File: src/rtl/fd_fetch_stage.sv
// F-stage PC generator and F/D pipeline register. Stall freezes PC and F/D and requests a D/E bubble.
// Optional FD_STALL_STAT_EN adds stall/redirect event counters.
module fd_fetch_stage #(
  parameter logic [31:0] PC_RESET = 32'h0000_3000,
  parameter logic [31:0] IM_BASE  = 32'h0000_3000,
  parameter int          IM_AW    = 12
) (
  input  logic             clk,
  input  logic             reset,
  input  logic             stall,
  input  logic             D_redirect,
  input  logic [31:0]      D_target,
  input  logic [31:0]      im_rdata,
  output logic [IM_AW-1:0] im_addr,
  output logic [31:0]      F_pc,
  output logic [31:0]      D_instr,
  output logic [31:0]      D_pc,
  output logic             D_valid,
  output logic             de_bubble
`ifdef FD_STALL_STAT_EN
  ,
  output logic [31:0]      stall_cnt,
  output logic [31:0]      redirect_cnt
`endif
);

  logic [31:0] pc_q, pc_d;
  logic [31:0] instr_q, instr_d;
  logic [31:0] dpc_q, dpc_d;
  logic        dvld_q, dvld_d;
  logic [31:0] npc;
  logic [31:0] pc_off;

  // Branch delay slot: the instruction at F_pc always enters D, only the PC is redirected.
  always_comb begin
    npc     = D_redirect ? (D_target & ~32'h3) : (pc_q + 32'd4);
    pc_d    = pc_q;
    instr_d = instr_q;
    dpc_d   = dpc_q;
    dvld_d  = dvld_q;
    if (!stall) begin
      pc_d    = npc;
      instr_d = im_rdata;
      dpc_d   = pc_q;
      dvld_d  = 1'b1;
    end
  end

  always_ff @(posedge clk or posedge reset) begin
    if (reset) begin
      pc_q    <= PC_RESET;
      instr_q <= 32'h0;
      dpc_q   <= PC_RESET;
      dvld_q  <= 1'b0;
    end else begin
      pc_q    <= pc_d;
      instr_q <= instr_d;
      dpc_q   <= dpc_d;
      dvld_q  <= dvld_d;
    end
  end

  // Out-of-range PCs simply wrap within the IM word space.
  always_comb begin
    pc_off  = pc_q - IM_BASE;
    im_addr = IM_AW'(pc_off >> 2);
  end

  assign F_pc      = pc_q;
  assign D_instr   = instr_q;
  assign D_pc      = dpc_q;
  assign D_valid   = dvld_q;
  assign de_bubble = stall & ~reset;

`ifdef FD_STALL_STAT_EN
  logic [31:0] stall_cnt_q, stall_cnt_d;
  logic [31:0] redirect_cnt_q, redirect_cnt_d;

  always_comb begin
    stall_cnt_d    = stall_cnt_q;
    redirect_cnt_d = redirect_cnt_q;
    if (stall)           stall_cnt_d    = stall_cnt_q + 32'd1;
    else if (D_redirect) redirect_cnt_d = redirect_cnt_q + 32'd1;
  end

  always_ff @(posedge clk or posedge reset) begin
    if (reset) begin
      stall_cnt_q    <= 32'h0;
      redirect_cnt_q <= 32'h0;
    end else begin
      stall_cnt_q    <= stall_cnt_d;
      redirect_cnt_q <= redirect_cnt_d;
    end
  end

  assign stall_cnt    = stall_cnt_q;
  assign redirect_cnt = redirect_cnt_q;
`endif

endmodule

File: config.mk
export PLATFORM = sky130hd
export DESIGN_NAME = fd_fetch_stage
export DESIGN_NICKNAME = d
export VERILOG_FILES = /design/src/rtl/fd_fetch_stage.sv
export SDC_FILE = /design/constraint.sdc
export NUM_CORES = 1
export LEC_CHECK = 0
export CORE_MARGIN = 1
export CORE_UTILIZATION = 44
export CTS_CLUSTER_SIZE = 30
export DETAILED_ROUTE_END_ITERATION = 8
export PLACE_DENSITY = 0.79
export SYNTH_ARGS = -nofsm -noshare
export SYNTH_HDL_FRONTEND = slang
export SYNTH_SLANG_ARGS = --single-unit
File: constraint.sdc
create_clock -name clk -period 3.3 [get_ports clk]
set_input_delay 0.66 -clock clk [delete_from_list [all_inputs] [get_ports clk]]
set_output_delay 0.66 -clock clk [all_outputs]
set_load 0.02 [all_outputs]
Yosys cells after proc, flatten, opt, wreduce, memory -nomap -nowiden

Index checks and enable logic that the tools add are counted.

Register bits after elaboration: 97
Bits in latches: 0
RAM bits: 0
ROM bits: 0
Bits of input ports: 68
Output and inout port bits: 110
Logic and storage cells: 9
Memories kept: 0

$add $sub $neg: 2
Multipliers: 0
Divide/modulo/power cells: 0
$lt $le $gt $ge: 0
Equal/unequal tests: 0
Shift-type cells: 0
Muxes and demuxes: 1
Bitwise operators: 2
Reductions and logical operators: 0

Operators with widths:

| kind                   | number |
|---|---|
| $add 32x3->32 const B  | 1 |
| $mux 32                | 1 |
| $sub 14x14->14 const B | 1 |
| $and 1x1->1            | 1 |
| $not 1->1              | 1 |

Logic depth before layout (Yosys ltp)

Depth in word-level cells: 2
Depth in mapped cells: 6
Gate-level depth less buffers: 5

Worst setup path after synthesis

OpenSTA, ideal clock, no wires.

Path type: register -> register
From: reg pc_q[2], in the netlist F_pc[2]
To: reg pc_q[20], in the netlist F_pc[20]
Setup time: 69 ps
Data arrival time: 2,151 ps
Data required time: 3,231 ps
Setup slack: 1,080 ps
Stages on the path, launching flop included: 7
Path buffers: 1
Clock period less this slack: 2,220 ps
Path through: dfrtp_1 -> ha_1 -> nand4_1 -> or4_4 -> buf_6 -> or4_1 -> nand3_1

Cells in the longest elaborated chain, start to end: 2

Ends and longest elaborated chain:

| what                   | RTL line | RTL |
|---|---|---|
| from (decl)            | 27       | `logic [31:0] pc_q, pc_d;` |
| from (signal assigned) | 56       | `pc_q <= pc_d;` |
| $add 32x3->32          | 36       | `npc = D_redirect ? (D_target & ~32'h3) : (pc_q + 32'd4);` |
| $mux 32                | 36       |  |

No other way between the ends.
A chain may end at the register's enable or synchronous reset.

Worst setup path after layout

From: in stall
To: out de_bubble

Cells in the longest elaborated chain, start to end: 1

Ends and longest elaborated chain:

| what        | RTL line | RTL |
|---|---|---|
| from (decl) | 10       | `input logic stall,` |
| $and 1x1->1 | 73       | `assign de_bubble = stall & ~reset;` |
| to (decl)   | 19       | `output logic de_bubble` |

No other way between the ends.

==> run summary <==
Vias in the first global route - 3,669
Clock tree buffer depth - 2
Max_slew headroom - 0.346
Unrepaired setup endpoints after global routing - false
# setup viols final - 0
Initial antenna violation count - 0
Worst setup path category - input port to output port
Sequential cell area fraction in the yosys report - 0.524
Commonest non-fill, non-tap cell in the layout - clkdlybuf4s50_1
Area Growth Syn to Fin - 42.9%
Achievable frequency - 0.383 GHz
Layout cell share with drive strength beyond 1 - 0.166
Tmin final - 2610 ps
LEAKAGE - 2.49 nW
Fillers - 793
Most frequent cells in the layout - clkdlybuf4s50_1, dfrtp_1, mux2_2
Largest net degree at the start of global routing - 88
Synth Cell Area - 4450 um2
GRT Util Overall - 0.224
Power Density - 516 nW/um2
Slowest CP cell - clkdlybuf4s50_1
Die Y-Extent - 103 um
Initial core utilization - 0.456
Clock latency on the worst-skew pair - 360 ps
Async SR Flop Fraction - 1.00
CTS tree - built
Cells after synthesis - 399
I/O pins - 178
Primary FF master, synth - dfrtp_1
Syn. warnings - 0
Clk slew on worst S/H paths - 90 ps
VDD IR max - 305 uV
Startpoint types - input port
Post-DR wirelength/cell - 16.7 um
Design Power - 0.00328 W
Full die area - 10,500 um2
CP cell instances - buf_4 > inv_1 > nor2_1 > clkdlybuf4s50_1
Routed vias/inst - 5.58
Final period utilization - 0.792
Critical Path End Type - output port
Die W - 103 um
Max cap viols - 0
Row count - 36
Synthesized area per cell - 11.2 um2
Tightest Pin Transition - 981 ps
CP arrival - 1950 ps
# clock sinks - 93
CP max stage delay - 610 ps
Seq cells post-synth - 93
H-tree Lvls - 3
Root Buffer - clkbuf_8
Cts bufs inserted - 9
Post-CTS Resized - 0
Post-synth EDFFs - 0
ANT cells - 0
GR Overflow Total - 0
DRC viols - 0
Detailed Routing Iterations Pass 1 - 5
Hold_buf cts - 0
First-pass GRT wire length - 18,100 um
CP Max Fanout - 22
Half-perimeter wire length after placement - 8040 um
Max Transition Viols Final - 0
Core ar. - 9770 um2
CP required - 2640 ps
DRT iter0 DRCs - 239
Setup TNS - 0 ps
Final clock skew - 13.9 ps
Hold WS - 495 ps
Total Routed Length - 11,400 um
Vias - 3,836
Status - completed
Setup bufs post-CTS - 0
Layout Nets - 619
Routability cong. - 0.836
Buffers added on ports - 171
Hold WC Path Type - register to register
ANT nets after route - 0
Final Hold Vio Count - 0
Count of distinct cell types in the synthesized netlist - 49
critical path, delay by kind of cell:
kind / cells / cell delay [ps]
buffers and inverters: 3 / 1110
AND/OR/NAND/NOR: 1 / 160
synthesized netlist by cell type, types with 4 or more instances:
| cell | count | area [um2] |
|---|---|---|
| buf_1 | 4 | 15.0 |
| and4_1 | 4 | 35.0 |
| clkbuf_1 | 18 | 67.6 |
| o211ai_1 | 6 | 45.0 |
| nor4_1 | 7 | 43.8 |
| or4_1 | 6 | 45.0 |
| a22oi_1 | 16 | 120 |
| nand4_1 | 8 | 50.1 |
| mux2_2 | 59 | 664 |
| a21oi_1 | 9 | 45.0 |
| o2bb2ai_1 | 4 | 35.0 |
| nand2_1 | 24 | 90.1 |
| nand3_1 | 21 | 105 |
| inv_1 | 8 | 30.0 |
| dfstp_2 | 4 | 105 |
| o21ai_0 | 23 | 115 |
| nor2_1 | 15 | 56.3 |
| buf_4 | 14 | 105 |
| dfrtp_1 | 89 | 2230 |
| nor3_1 | 10 | 50.1 |
| o311ai_0 | 6 | 52.6 |
worst paths after layout:
check,from,end,slack [ps],depth (start not counted)
max,stall,de_bubble,690,4
min reg2reg,D_pc[28],D_pc[28],490,2
max in group asynchronous,reset,D_instr[14],1830,3
min,D_pc[28],D_pc[28],490,2
min in group asynchronous,reset,D_instr[4],810,2
max reg2reg,F_pc[2],F_pc[20],1020,5
through the flow:
step           area (um2)   util  instances  setup WS (ps)
2_1_floorplan        4460      -        402            226
4_1_cts              6360  0.651        687            676
5_1_grt              6360  0.651        687            608
6_report             6360  0.651        687            687
3_5_place_dp         6170  0.632        671            687
3_3_place_gp         6170  0.632        671            703
registers in the layout (all words and copies together) (netlist names):
name	count
D_valid	1
D_pc	30
F_pc	30
D_instr	32
power breakdown:
group | switching [W] | internal [W]
combinational | 0.000502 | 0.000549
sequential | 0.000173 | 0.00131
clock | 0.000402 | 0.000346
total | 0.00108 | 0.00220
logic make-up after synthesis:
kind of cell             after synthesis  share of synthesized area
AND/OR/NAND/NOR                      116                      0.142
AO/OA/AOI/OAI                         78                      0.119
multiplexers                          60                      0.151
adder cells (fa/ha/maj)                2                    0.00562
flip-flops                            93                      0.524
other                                  1                   0.000842
buffers and inverters                 49                     0.0573
final cells by class:
class	instances	area [um2]	area share
clock buffers	9	124	0.0195
clock inverters	7	66.3	0.0104
inverters	8	32.5	0.00511
multi-input cells	260	1880	0.295
flip-flops and latches	93	2330	0.366
well taps	133	166	0.0261
repair buffers	177	1770	0.278
metal layers:
metal	part of all wire	GRT usage	routed length [um]
met1	0.41	0.282	4700
met2	0.49	0.360	5580
met3	0.089	0.0692	1020
met4	0.013	0.0879	150
met5	0	0	0
(Power assumes the default switching activity.)
